File: src/rtl/color_pkg.sv
// Shared types and constants for the colour transmit path: FSM states,
// colour field positions and system defaults.
package color_pkg;

  typedef enum logic [2:0] {
    ST_IDLE = 3'd0,
    ST_HDR  = 3'd1,
    ST_RED  = 3'd2,
    ST_GRN  = 3'd3,
    ST_BLU  = 3'd4,
    ST_CHK  = 3'd5
  } color_state_e;

  localparam int R_MSB = 23;
  localparam int G_MSB = 15;
  localparam int B_MSB = 7;

  localparam logic [23:0] DEFAULT_COLOR  = 24'hFFFFFF;
  localparam logic [7:0]  DEFAULT_HEADER = 8'hA5;

endpackage

File: src/rtl/color_tx_serializer.sv
// Serialises a 24-bit RGB word into [header] R G B [xor checksum] bytes over
// a valid/ready byte stream, with a one-deep request queue and optional auto-send.
module color_tx_serializer
  import color_pkg::*;
#(
  parameter bit          SEND_HEADER   = 1'b1,
  parameter logic [7:0]  HEADER_BYTE   = DEFAULT_HEADER,
  parameter bit          SEND_CHECKSUM = 1'b1,
  parameter bit          AUTO_SEND     = 1'b0
) (
  input  logic        clk,
  input  logic        reset,
  input  logic [23:0] color_in,
  input  logic        send,
  input  logic        tx_ready,
  output logic [7:0]  tx_data,
  output logic        tx_valid,
  output logic        busy,
  output logic        done,
  output logic        pending,
  output logic [2:0]  state_dbg
);

  // Handshake: a byte moves on a rising clk edge where tx_valid && tx_ready;
  // while tx_valid is high and tx_ready low, tx_data/tx_valid hold unchanged,
  // and tx_valid stays high for the whole frame.

  color_state_e state, state_d;
  logic [23:0]  snapshot, snapshot_d;
  logic [23:0]  last_sent, last_sent_d;
  logic [7:0]   chk, chk_d;
  logic [7:0]   tx_data_d;
  logic         tx_valid_d, busy_d, done_d, pending_d;

  logic         start;
  logic         xfer;
  logic         load;
  logic [7:0]   load_byte;
  logic         finish;

  assign start = send || pending || (AUTO_SEND && (color_in != last_sent));
  assign xfer  = tx_valid && tx_ready;
  assign state_dbg = 3'(state);

  always_comb begin
    state_d     = state;
    snapshot_d  = snapshot;
    last_sent_d = last_sent;
    chk_d       = chk;
    tx_data_d   = tx_data;
    tx_valid_d  = tx_valid;
    busy_d      = busy;
    done_d      = 1'b0;
    pending_d   = pending;
    load        = 1'b0;
    load_byte   = 8'h00;
    finish      = 1'b0;

    case (state)
      ST_IDLE: begin
        if (start) begin
          snapshot_d  = color_in;
          last_sent_d = color_in;
          pending_d   = 1'b0;
          busy_d      = 1'b1;
          tx_valid_d  = 1'b1;
          if (SEND_HEADER) begin
            state_d   = ST_HDR;
            tx_data_d = HEADER_BYTE;
            chk_d     = HEADER_BYTE;
          end else begin
            state_d   = ST_RED;
            tx_data_d = color_in[R_MSB -: 8];
            chk_d     = color_in[R_MSB -: 8];
          end
        end
      end
      default: begin
        if (send) pending_d = 1'b1;
        if (xfer) begin
          case (state)
            ST_HDR: begin state_d = ST_RED; load = 1'b1; load_byte = snapshot[R_MSB -: 8]; end
            ST_RED: begin state_d = ST_GRN; load = 1'b1; load_byte = snapshot[G_MSB -: 8]; end
            ST_GRN: begin state_d = ST_BLU; load = 1'b1; load_byte = snapshot[B_MSB -: 8]; end
            ST_BLU: begin
              if (SEND_CHECKSUM) begin
                // chk already folds in every byte of this frame, including B
                state_d   = ST_CHK;
                tx_data_d = chk;
              end else begin
                finish = 1'b1;
              end
            end
            default: finish = 1'b1;
          endcase
        end
      end
    endcase

    if (load) begin
      tx_data_d = load_byte;
      chk_d     = chk ^ load_byte;
    end
    if (finish) begin
      state_d    = ST_IDLE;
      tx_valid_d = 1'b0;
      busy_d     = 1'b0;
      done_d     = 1'b1;
    end
  end

  always_ff @(posedge clk or posedge reset) begin
    if (reset) begin
      state     <= ST_IDLE;
      snapshot  <= 24'h000000;
      last_sent <= DEFAULT_COLOR;
      chk       <= 8'h00;
      tx_data   <= 8'h00;
      tx_valid  <= 1'b0;
      busy      <= 1'b0;
      done      <= 1'b0;
      pending   <= 1'b0;
    end else begin
      state     <= state_d;
      snapshot  <= snapshot_d;
      last_sent <= last_sent_d;
      chk       <= chk_d;
      tx_data   <= tx_data_d;
      tx_valid  <= tx_valid_d;
      busy      <= busy_d;
      done      <= done_d;
      pending   <= pending_d;
    end
  end

endmodule

File: config.mk
export PLATFORM = sky130hd
export DESIGN_NAME = color_tx_serializer
export DESIGN_NICKNAME = d
export VERILOG_FILES = /design/src/rtl/color_pkg.sv /design/src/rtl/color_tx_serializer.sv
export SDC_FILE = /design/constraint.sdc
export NUM_CORES = 1
export LEC_CHECK = 0
export ABC_AREA = 1
export CORE_MARGIN = 2
export CORE_UTILIZATION = 55
export DETAILED_ROUTE_END_ITERATION = 8
export HOLD_SLACK_MARGIN = 0.06
export PLACE_DENSITY = 0.84
export SYNTH_ARGS = -nofsm -noshare
export SYNTH_HDL_FRONTEND = slang
export SYNTH_SLANG_ARGS = --single-unit
File: constraint.sdc
create_clock -name clk -period 3.1 [get_ports clk]
set_input_delay 0.62 -clock clk [delete_from_list [all_inputs] [get_ports clk]]
set_output_delay 0.62 -clock clk [all_outputs]
set_load 0.1 [all_outputs]
## Word-level counts from Yosys, hierarchy flattened

Index checks and enable logic that the tools add are counted.
Widths: inputs -> output; s select.

| word-level totals | value |
|---|---|
| output and inout bits | 15 |
| bits of input ports | 28 |
| word-level logic and storage cells | 63 |
| bits in registers | 46 |

| operators by class | value |
|---|---|
| muxes and demuxes | 28 |
| reduce and logical (&&, ||, !) cells | 20 |
| equality and inequality tests | 7 |
| bitwise operators | 1 |

Operators with widths:

| cell | number |
|---|---|
| $mux 8 | 9 |
| $pmux 8 s3 | 1 |
| $mux 1 | 13 |
| $mux 3 | 4 |
| $pmux 3 s4 | 1 |
| $reduce_bool 2->1 | 5 |
| $reduce_bool 3->1 | 3 |
| $reduce_and 2->1 | 4 |
| $xor 8x8->8 | 1 |
| $eq 3x2->1 const B | 2 |
| $ne 3x3->1 const B | 2 |
| $reduce_and 3->1 | 2 |
| $reduce_bool 6->1 | 1 |
| $reduce_or 4->1 | 1 |
| $eq 3x1->1 const B | 1 |
| $eq 3x3->1 const B | 1 |
| $logic_not 3->1 | 1 |
| $reduce_or 3->1 | 1 |
| $ne 2x2->1 const B | 1 |
| $logic_and 1x1->1 | 1 |
| $logic_or 1x1->1 | 1 |

## Depth between registers and ports, before layout

| depth | value |
|---|---|
| depth after elaboration | 7 |
| depth in mapped cells | 9 |
| gate-level depth less buffers | 8 |

## Worst setup path before layout

Ideal clock, no wire load.

| timing path | value |
|---|---|
| kind | register to register |
| start point | register, netlist name busy |
| end point | register busy |
| period minus slack after synthesis | 1.988 ns |
| setup time | 0.122 ns |
| buffers on the path | 1 |
| stages on the path, launching flop included | 7 |
| arrival time | 1.866 ns |
| data required time | 2.978 ns |
| setup slack | 1.112 ns |
| path through | dfrtp_1 nand2_1 clkinv_1 buf_2 o211ai_1 o21ai_0 inv_1 |

RTL lines:

| what | line | RTL |
|---|---|---|
| end signal: assignment | color_tx_serializer.sv:130 | `busy <= busy_d;` |
| end: declaration | color_tx_serializer.sv:18 | `output logic busy,` |

## Worst setup path in the final report

| timing path | value |
|---|---|
| start point | register state[1], in the netlist state_dbg[1] |
| end point | output port state_dbg[1] |

RTL lines:

| what | line | RTL |
|---|---|---|
| start: declaration | color_tx_serializer.sv:28 | `color_state_e state, state_d;` |
| start signal: assignment | color_tx_serializer.sv:124 | `state <= state_d;` |
| end: declaration | color_tx_serializer.sv:21 | `output logic [2:0] state_dbg` |

No word-level cell between the ends.

==> metrics <==
status complete, no violations; worst path cell trace buf_4; chip height approximately 68 µm; worst vdd ir approximately 0.00054 V; pwr/cell area about 1200 mW/mm²; Num CTS Buffers 5; Starting Density between 50% and 60%; post-synthesis cell type count 22; Final WS setup ~0.92 ns; # clock sinks 46; Rows 23; Via density between 5 and 6; CTS Buffer Depth 2; initial antenna violation count 0; share of cells above drive strength 1 about an eighth; Clock Root Buffer clkbuf_8; initial DRC count ~110; first-pass GRT wire length about 7900 µm; die area about 0.0046 mm²; Max Freq 0.460 GHz; leading cell types in the layout, fill and taps excluded 130 x nand2_1, 46 x dfrtp_1, 27 x clkdlybuf4s50_1, 26 x nand3_1, 18 x buf_4; Mean Syn Cell Area 8.02 µm²; dpl cell area around 0.0026 mm²; Via Count roughly 2,000; crit path max-delay cell type dfrtp_1; Top Ports 43; total gr overflow 0; largest net degree at the start of global routing 31; worst r2r src state_dbg[2]$_DFFE_PP0P_; fin. max-slew vios 0; WL final roughly 4600 µm; design area roughly 0.0027 mm²; post-CTS resize count 0; # diodes 0; count of final setup violators 0; Post-Synthesis Cells approximately 280; die width 67.6 µm; post-layout util approximately two thirds; Max Cap Viol 0; Post-CTS Setup Bufs 0; fin crit period roughly 2.2 ns; cells on worst reg2reg path 8; Core Region roughly 0.0039 mm²; gr usage total between 20% and 30%; slew at the pin closest to its max-slew limit between 1 and 1.5 ns; Post-layout nets ~340; worst-path fanout max 21; fin crit share 70.2%; Synth top area share 51.8%; CP Launch Type register; Wirelength per Cell 12.7 µm; RSZ-0062 raised after global routing no; Area contributors post-synth dfrtp_1 52%, nand2_1 22%, nand3_1 5.9%, nand4_1 4.5%, buf_6 2.0%; CTS tree built; sequential cell area fraction in the yosys report about half; area of the mapped netlist ~0.0022 mm²; vias in the first global route between 1,500 and 2,000; crit-path leading delay family flip-flops; min-delay worst type register to register; R2R Setup Slk approximately 0.94 ns; commonest non-fill, non-tap cell in the layout nand2_1; Rel. slew slack between 30 and 40%; synthesized net count around 310; pre-CTS setup slack ~0.91 ns; Skew-Pair Late Insertion Delay roughly 0.30 ns; LEAKAGE 1.37 nW; final total power between 3 and 4 mW; WP buf/inv 1; HPWL after DPL 3350 µm; Hold Crit Start snapshot[9]$_DFFE_PP0P_; Ys Warns 0; # DRC 0; Clock transition at path regs 0.08 ns; GP Congestion between 0.8 and 0.9; Synth area leader dfrtp_1; cts hold-fix bufs 0; final hold vios 0; worst reg2reg path endpoint tx_data[5]$_DFFE_PP0P_; Port Buffers between 40 and 50; area grow syn2layout 20.5%; crit path kind register to output pin; clk_skew between 0.006 and 0.007 ns; Crit path largest cell delay 0.83 ns; first-pass iteration count of the detailed router 4; Worst EP arrival 1.56 ns; setup TNS 0 ns; Seq cells post-synth 46; Setup crit end kind output pin; worst hold endpoint snapshot[9]$_DFFE_PP0P_; critical path required time about 2.5 ns; hold path cells 2; final antenna-violating net count 0; CTS HTree Levels 2
-- flip-flops by register name, summed over array words and instances, names as in the netlist --
| signal | flops |
|---|---|
| busy | 1 |
| chk | 8 |
| done | 1 |
| pending | 1 |
| snapshot | 24 |
| state_dbg | 3 |
| tx_data | 8 |
-- synthesized netlist by cell type --
library cell / n
clkinv_1: 1
o22ai_1: 1
nor2_4: 4
dfrtp_1: 46
inv_1: 9
nor3_1: 1
buf_2: 5
o21ai_1: 3
clkbuf_1: 1
nand4_1: 16
o211ai_1: 1
buf_6: 4
buf_4: 4
inv_2: 3
nand3_1: 26
nor2_2: 2
nand3b_1: 4
o21ai_0: 7
o21ai_2: 1
nand2_1: 130
nand2_2: 2
nor2_1: 6
-- metrics by stage --
| stage | std cells | hold slack, ns |
|---|---|---|
| after floorplan | 277 | 0.442 |
| after global placement | 358 | 0.457 |
| after detailed placement | 358 | 0.459 |
| after CTS | 366 | 0.479 |
| after global routing | 366 | 0.502 |
| final | 366 | 0.479 |
-- power breakdown --
| part | leakage (nW) | switching [mW] | internal (mW) |
|---|---|---|---|
| Sequential | 0.564 | 0.194 | 0.871 |
| Combinational | 0.757 | 1.29 | 0.447 |
| Clock | 0.0482 | 0.199 | 0.180 |
| Total | 1.37 | 1.68 | 1.50 |
-- metal layers --
layer	up-vias	track usage, %	wire length (µm)
met5	-	0	0
met4	0	7.14	68
met3	8	5.33	282
met2	61	39.7	2320
met1	921	29.8	1980
li1	964	-	-
-- cells by family after synthesis --
group / Yosys count / share of synthesized area (%)
buffers and inverters: 27 / 6.87
AO/OA/AOI/OAI: 13 / 3.27
AND/OR/NAND/NOR: 191 / 38.1
flip-flops: 46 / 51.8
-- tightest hold or removal path, stage by stage (launching register included) --
cell	delay (ns)
dfrtp_1	0.35
nand2_1	0.06
nand2_1	0.05
-- how the worst max path moves through the flow --
stage / from / endpoint / slack, ns / depth (start not counted)
6_report: state_dbg[1]$_DFFE_PP0P_ / state_dbg[1] / 0.92 / 1
3_5_place_dp: send / tx_data[5]$_DFFE_PP0P_ / 0.91 / 8
4_1_cts: state_dbg[1]$_DFFE_PP0P_ / state_dbg[1] / 0.93 / 1
3_3_place_gp: send / tx_data[4]$_DFFE_PP0P_ / 0.97 / 8
5_1_grt: state_dbg[2]$_DFFE_PP0P_ / tx_data[2]$_DFFE_PP0P_ / 0.76 / 8
2_1_floorplan: busy$_DFFE_PP0P_ / busy$_DFFE_PP0P_ / 1.11 / 6
-- cell type report --
cell class | instances | area (µm²)
fillers | 330 | 1260
flip-flops and latches | 46 | 1150
multi-input cells | 204 | 918
repair buffers | 45 | 405
clock buffers | 7 | 86.3
well taps | 50 | 62.6
inverters | 13 | 48.8
clock inverters | 1 | 5.00
(Power assumes the default switching activity.)
